===== config.mk =====
export PLATFORM = sky130hd
export DESIGN_NAME = dk_ctrl
export DESIGN_NICKNAME = d
export VERILOG_FILES = /design/src/rtl/dk_ctrl.sv
export SDC_FILE = /design/constraint.sdc
export NUM_CORES = 1
export LEC_CHECK = 0
export BUFFER_PORTS_ARGS = -buffer_cell sky130_fd_sc_hd__buf_2
export CAP_MARGIN = 25
export CORE_MARGIN = 5
export CORE_UTILIZATION = 40
export DETAILED_ROUTE_END_ITERATION = 8
export MAX_ROUTING_LAYER = met4
export PLACE_DENSITY = 0.7
export SLEW_MARGIN = 20
export SYNTH_ARGS = -nofsm -noshare
export SYNTH_HDL_FRONTEND = slang
export SYNTH_SLANG_ARGS = --single-unit

===== constraint.sdc =====
create_clock -name clk -period 5.05 [get_ports clk]
set_clock_uncertainty 0.1 [all_clocks]
set_input_delay 0.505 -clock clk [delete_from_list [all_inputs] [get_ports clk]]
set_output_delay 0.505 -clock clk [all_outputs]
set_load 0.01 [all_outputs]

===== src/rtl/dk_ctrl.sv =====
// dk_ctrl -- frame-synchronous behaviour controller for the Donkey Kong sprite.
//
// Owns the sprite origin (curr_h, curr_v) and the sprite selection index
// consumed by dk_pos. It moves the character through idle, left/right patrol,
// grab and barrel-throw animations. Position, sprite, state and counters only
// change on a frame_tick cycle, so they stay stable for a whole frame of scan-out.
// The only exceptions are the throw pending latch, throw_ack and barrel_spawn.
//
// Ports:
//   clk           in   pixel/system clock
//   reset         in   asynchronous reset, active-low
//   frame_tick    in   one-cycle pulse per frame (end of active video)
//   enable        in   1 = patrol/throw, 0 = return to idle
//   throw_req     in   single-cycle barrel-throw request
//   throw_ack     out  one-cycle pulse when a request is latched
//   curr_h        out  sprite x origin (10-bit unsigned)
//   curr_v        out  sprite y origin (constant START_V)
//   sprite_selec  out  0/1 walk frames, 2 grab, 3 throw
//   barrel_spawn  out  one-cycle pulse on THROW entry
//
// Optional feature macro: DK_AUTO_THROW_EN
//   When defined, a frame counter raises a throw request every THROW_PERIOD
//   ticks while enable=1. When undefined, that counter is not built.

module dk_ctrl #(
  parameter int START_H           = 150,
  parameter int START_V           = 390,
  parameter int H_MIN             = 100,
  parameter int H_MAX             = 200,
  parameter int STEP              = 2,
  parameter int FRAMES_PER_SPRITE = 4,
  parameter int GRAB_FRAMES       = 8,
  parameter int THROW_FRAMES      = 8,
  parameter int THROW_PERIOD      = 120
) (
  input  logic       clk,
  input  logic       reset,
  input  logic       frame_tick,
  input  logic       enable,
  input  logic       throw_req,
  output logic       throw_ack,
  output logic [9:0] curr_h,
  output logic [9:0] curr_v,
  output logic [1:0] sprite_selec,
  output logic       barrel_spawn
);

  typedef enum logic [2:0] {
    S_IDLE   = 3'd0,
    S_WALK_R = 3'd1,
    S_WALK_L = 3'd2,
    S_GRAB   = 3'd3,
    S_THROW  = 3'd4
  } state_e;

  localparam logic DIR_R = 1'b0;
  localparam logic DIR_L = 1'b1;

  state_e     state_q, state_d;
  logic       last_dir_q, last_dir_d;
  logic       pending_q, pending_d;
  logic [7:0] anim_cnt_q, anim_cnt_d;
  logic [7:0] phase_cnt_q, phase_cnt_d;
  logic [9:0] curr_h_q, curr_h_d;
  logic [9:0] curr_v_q;
  logic [1:0] sprite_q, sprite_d;
  logic       ack_q, ack_d;
  logic       spawn_q, spawn_d;

  // Step helpers: next position and turnaround flag for each direction.
  logic       r_turn_s, l_turn_s;
  logic [9:0] r_pos_s, l_pos_s;
  // Result of (re)entering the walk state indicated by last_dir.
  state_e     enter_state_s;
  logic [9:0] enter_h_s;
  logic       enter_dir_s;
  logic       req_src_s;
  logic       accept_s;
  logic       pend_clr_s;
  logic       auto_fire_s;

`ifdef DK_AUTO_THROW_EN
  logic [15:0] auto_cnt_q, auto_cnt_d;

  // Auto-throw period counter: counts ticks while enabled, fires on wrap.
  always_comb begin
    auto_cnt_d  = auto_cnt_q;
    auto_fire_s = 1'b0;
    if (!enable) begin
      auto_cnt_d = 16'd0;
    end else if (frame_tick) begin
      if (auto_cnt_q == 16'(THROW_PERIOD - 1)) begin
        auto_cnt_d  = 16'd0;
        auto_fire_s = 1'b1;
      end else begin
        auto_cnt_d = auto_cnt_q + 16'd1;
      end
    end else begin
      auto_cnt_d = auto_cnt_q;
    end
  end

  // Auto-throw counter register.
  always_ff @(posedge clk or negedge reset) begin
    if (!reset) begin
      auto_cnt_q <= 16'd0;
    end else begin
      auto_cnt_q <= auto_cnt_d;
    end
  end
`else
  assign auto_fire_s = 1'b0;
`endif

  assign req_src_s = throw_req | auto_fire_s;

  // Per-direction step results; the parameter constraint rules out wrap-around.
  always_comb begin
    r_turn_s = ((curr_h_q + 10'(STEP)) >= 10'(H_MAX));
    l_turn_s = (curr_h_q <= 10'(H_MIN + STEP));
    r_pos_s  = r_turn_s ? 10'(H_MAX) : (curr_h_q + 10'(STEP));
    l_pos_s  = l_turn_s ? 10'(H_MIN) : (curr_h_q - 10'(STEP));
  end

  // Entering a walk (from IDLE or THROW) takes a step straight away,
  // including a possible clamp/turnaround.
  always_comb begin
    enter_state_s = S_WALK_R;
    enter_h_s     = curr_h_q;
    enter_dir_s   = DIR_R;
    if (last_dir_q == DIR_L) begin
      enter_h_s     = l_pos_s;
      enter_state_s = l_turn_s ? S_WALK_R : S_WALK_L;
      enter_dir_s   = l_turn_s ? DIR_R : DIR_L;
    end else begin
      enter_h_s     = r_pos_s;
      enter_state_s = r_turn_s ? S_WALK_L : S_WALK_R;
      enter_dir_s   = r_turn_s ? DIR_L : DIR_R;
    end
  end

  // Next-state and datapath logic for the behaviour FSM.
  always_comb begin
    state_d     = state_q;
    last_dir_d  = last_dir_q;
    anim_cnt_d  = anim_cnt_q;
    phase_cnt_d = phase_cnt_q;
    curr_h_d    = curr_h_q;
    sprite_d    = sprite_q;
    spawn_d     = 1'b0;
    pend_clr_s  = 1'b0;

    if (frame_tick) begin
      case (state_q)
        S_IDLE: begin
          sprite_d = 2'd0;
          if (enable) begin
            state_d    = enter_state_s;
            curr_h_d   = enter_h_s;
            last_dir_d = enter_dir_s;
            anim_cnt_d = 8'd0;
          end else begin
            state_d = S_IDLE;
          end
        end
        S_WALK_R, S_WALK_L: begin
          if (!enable) begin
            state_d  = S_IDLE;
            sprite_d = 2'd0;
          end else if (pending_q) begin
            // Stop and grab a barrel; position is held this tick.
            state_d     = S_GRAB;
            sprite_d    = 2'd2;
            phase_cnt_d = 8'd0;
            pend_clr_s  = 1'b1;
          end else if ((state_q == S_WALK_R) ? r_turn_s : l_turn_s) begin
            // Clamp at the patrol bound and turn around; sprite is kept.
            state_d    = (state_q == S_WALK_R) ? S_WALK_L : S_WALK_R;
            last_dir_d = (state_q == S_WALK_R) ? DIR_L : DIR_R;
            curr_h_d   = (state_q == S_WALK_R) ? r_pos_s : l_pos_s;
            anim_cnt_d = 8'd0;
          end else begin
            curr_h_d = (state_q == S_WALK_R) ? r_pos_s : l_pos_s;
            if (anim_cnt_q == 8'(FRAMES_PER_SPRITE - 1)) begin
              anim_cnt_d = 8'd0;
              sprite_d   = {1'b0, ~sprite_q[0]};
            end else begin
              anim_cnt_d = anim_cnt_q + 8'd1;
            end
          end
        end
        S_GRAB: begin
          if (phase_cnt_q == 8'(GRAB_FRAMES - 1)) begin
            state_d     = S_THROW;
            sprite_d    = 2'd3;
            phase_cnt_d = 8'd0;
            spawn_d     = 1'b1;
          end else begin
            phase_cnt_d = phase_cnt_q + 8'd1;
          end
        end
        S_THROW: begin
          if (phase_cnt_q == 8'(THROW_FRAMES - 1)) begin
            phase_cnt_d = 8'd0;
            sprite_d    = 2'd0;
            if (enable) begin
              state_d    = enter_state_s;
              curr_h_d   = enter_h_s;
              last_dir_d = enter_dir_s;
              anim_cnt_d = 8'd0;
            end else begin
              state_d = S_IDLE;
            end
          end else begin
            phase_cnt_d = phase_cnt_q + 8'd1;
          end
        end
        default: begin
          state_d  = S_IDLE;
          sprite_d = 2'd0;
        end
      endcase
    end else begin
      state_d = state_q;
    end
  end

  // Pending latch: requests are taken only when nothing is pending and the
  // character is not already grabbing/throwing; the ack follows one cycle later.
  always_comb begin
    accept_s = req_src_s && !pending_q && (state_q != S_GRAB) && (state_q != S_THROW);
    ack_d    = accept_s;
    if (accept_s) begin
      pending_d = 1'b1;
    end else if (pend_clr_s) begin
      pending_d = 1'b0;
    end else begin
      pending_d = pending_q;
    end
  end

  // State and output registers.
  always_ff @(posedge clk or negedge reset) begin
    if (!reset) begin
      state_q     <= S_IDLE;
      last_dir_q  <= DIR_R;
      pending_q   <= 1'b0;
      anim_cnt_q  <= 8'd0;
      phase_cnt_q <= 8'd0;
      curr_h_q    <= 10'(START_H);
      curr_v_q    <= 10'(START_V);
      sprite_q    <= 2'd0;
      ack_q       <= 1'b0;
      spawn_q     <= 1'b0;
    end else begin
      state_q     <= state_d;
      last_dir_q  <= last_dir_d;
      pending_q   <= pending_d;
      anim_cnt_q  <= anim_cnt_d;
      phase_cnt_q <= phase_cnt_d;
      curr_h_q    <= curr_h_d;
      curr_v_q    <= 10'(START_V);
      sprite_q    <= sprite_d;
      ack_q       <= ack_d;
      spawn_q     <= spawn_d;
    end
  end

  assign throw_ack    = ack_q;
  assign curr_h       = curr_h_q;
  assign curr_v       = curr_v_q;
  assign sprite_selec = sprite_q;
  assign barrel_spawn = spawn_q;

endmodule


==> impl_metrics.toml <==
[run_status]
run_status = "completed"

[floorplanning]
start_util_pct = 40.5
rows = 28
ioPinCount = 29
die_h_um = 86.7
die_area_um2 = 7520
coreArea_um2 = 5820
die_w_um = 86.7

[routing]
vias_per_cell = 5.65
vias = 2056
ant_nets = 0
finalWirelength_um = 5180
drt-initial-drc-count = 91
post-route-drc-count = 0
drt_first_pass_iters = 4
wire_per_inst_um = 14.2

[worst_setup_path]
slowest_stage = "dfstp_2"
cp-end-kind = "register"
crit_required_ns = 5.13
startpoint = "curr_h[1]"
path_buf_inv = 0
reg2reg_from = "curr_h[1]"
crit_fanout = 8
worstPathArrival_ns = 3.10
path_cells = "ha_1 > nand3_1 > or3_1 > a222oi_1 > nor2_2 > mux2i_4 > nor3_2 > mux2_2"
startpoint_type = "register"
cp_top_family = "simple AND/OR/NAND/NOR gates"
crit_type = "reg -> reg"
max_stage_delay_ns = 0.59
worst-r2r-setup-slack_ns = 2.03

[timing]
setup_viol = 0
rsz0062_at_grt = "no"
finalHoldViolations = 0
slew_headroom_pct = 46.8
tightest_slew_ns = 0.799
slew_violations = 0
fmax_ghz = 0.331
post-route-min-period_ns = 3.02
setup-tns-final_ns = 0
period_share_pct = 59.8

[cells_and_area]
drive_gt1_share_pct = 15.6
n_fill_cell = 588
nNetsFinal = 297
syn2layout_area_growth_pct = 8.67
diodes = 0
final_area_um2 = 2560

[min_path]
hold_class = "in -> async"

[global_routing]
grt_use_total_pct = 15.4
grt_pass1_vias = 1919
grt-ovfl-total = 0
antenna_found_initial = 0
grt_pass1_wl_um = 9090
grt_max_degree = 36

[yosys]
ys_seq_elements = 35
ys_warn_count = 0
ys_seq_area_share_pct = 37.4
synth_edf_count = 0
synth_area_um2 = 2350
syn_inst = 277
synth.area.top_cells = "dfrtp_1 33%, o21ai_0 6.2%, dfstp_2 4.5%"
yosys.area.top_type = "dfrtp_1"
synth.most_common_cell = "dfrtp_1"
ys.flop_type = "dfrtp_1"
synth_top_area_share_pct = 33.0
async_reset_ff_share_pct = 100
synth_common_cells = "31 x dfrtp_1, 29 x o21ai_0, 24 x nand2_1"
synthDistinctLibCells = 58
syn_avg_cell_area_um2 = 8.50

[placement]
placed_area_um2 = 2440
place_congestion = 0.897
port_buffers = 18
detailed_place_hpwl_um = 3680

[power]
p_total_mw = 1.29
power.density_nw_per_um2 = 505
ir_worst_vdd_mv = 0.183
leakagePower_nw = 1.14

[clock_network]
cts_resized = 0
clockBufferDepth = 2
cts.sink_count = 35
htreeDepth = 2
clkSlewWorstSetupHoldPaths_ns = 0.08
post_cts_buffers = 0
clk_latency_ns = 0.29
cts_tree = "yes"
root_buffer = "clkbuf_8"
hold_buffers = 0
numCtsBuffers = 5

[job]
drv_cap = 0
## power by group
group	leakage, nW	switching, mW	internal, mW	total [mW]
Clock	0.0612	0.105	0.160	0.265
Sequential	0.458	0.113	0.356	0.469
Combinational	0.622	0.337	0.221	0.558
## metrics by stage
stage	hold WS, ns	setup WS [ns]	std cells	utilization, %
3_5_place_dp	0.420	2.03	356	42.0
6_report	0.187	2.03	364	44.0
3_3_place_gp	0.374	2.13	356	42.0
5_1_grt	0.262	1.81	364	44.0
2_1_floorplan	0.109	2.25	285	-
4_1_cts	0.217	2.03	364	44.0
## sequential cells by signal, summed over array words and instances, names as in the netlist
signal,cells
curr_h,10
anim_cnt_q,8
phase_cnt_q,8
state_q,3
sprite_selec,2
barrel_spawn,1
last_dir_q,1
pending_q,1
throw_ack,1
## final cells by class
class | instances | area [µm²] | share of cell area, %
tap | 75 | 93.8 | 3.67
sequential | 35 | 881 | 34.4
clock inverter | 2 | 35.0 | 1.37
timing repair buffer | 18 | 90.1 | 3.52
multi-input combinational | 220 | 1350 | 52.6
inverter | 8 | 30.0 | 1.17
clock buffer | 6 | 82.6 | 3.23
## worst paths after layout
kind	to	depth (start not counted)
setup / recovery	anim_cnt_q[0]	8
hold / removal	phase_cnt_q[5]	1
setup reg to reg	anim_cnt_q[0]	8
hold reg to reg	sprite_selec[1]	2
max in group asynchronous	curr_h[0]	1
min in group clk	throw_ack	2
## metal layers
metal	wire length, µm	vias up	global-route usage, %
met4	103	0	6.80
met3	162	11	2.57
li1	-	1009	-
met1	2410	996	19.9
met2	2500	40	23.7
met5	0	-	-
## layout by cell type (no fill, tap or decap), types with 8 or more instances in the layout
cell / instances
and3_1: 11
inv_1: 8
o21ai_0: 29
nor2_1: 17
nand3_1: 12
a21oi_1: 16
nor3_1: 13
buf_2: 18
nand2_1: 24
dfrtp_1: 31
conb_1: 10
## logic make-up (layout without fill, tap and decap cells)
| kind of cell | after synthesis | count (layout) | share of synthesized area (%) |
|---|---|---|---|
| xor+xnor | 3 | 3 | 1.12 |
| simple gates | 110 | 110 | 24.7 |
| compound gates | 87 | 87 | 24.0 |
| fa+ha+maj | 5 | 5 | 2.55 |
| flops | 35 | 35 | 37.4 |
| other cells | 2 | 10 | 0.319 |
| mux | 5 | 5 | 3.14 |
| buf+inv | 30 | 34 | 6.70 |
## worst register-to-register path, delay by kind of cell, from the launching register on
family          cells  cell delay [ns]
compound gates      1             0.52
fa+ha+maj           1             0.30
mux                 2             0.57
simple gates        4             0.83
flops               1             0.59
Power figures use the tool's default switching activity.
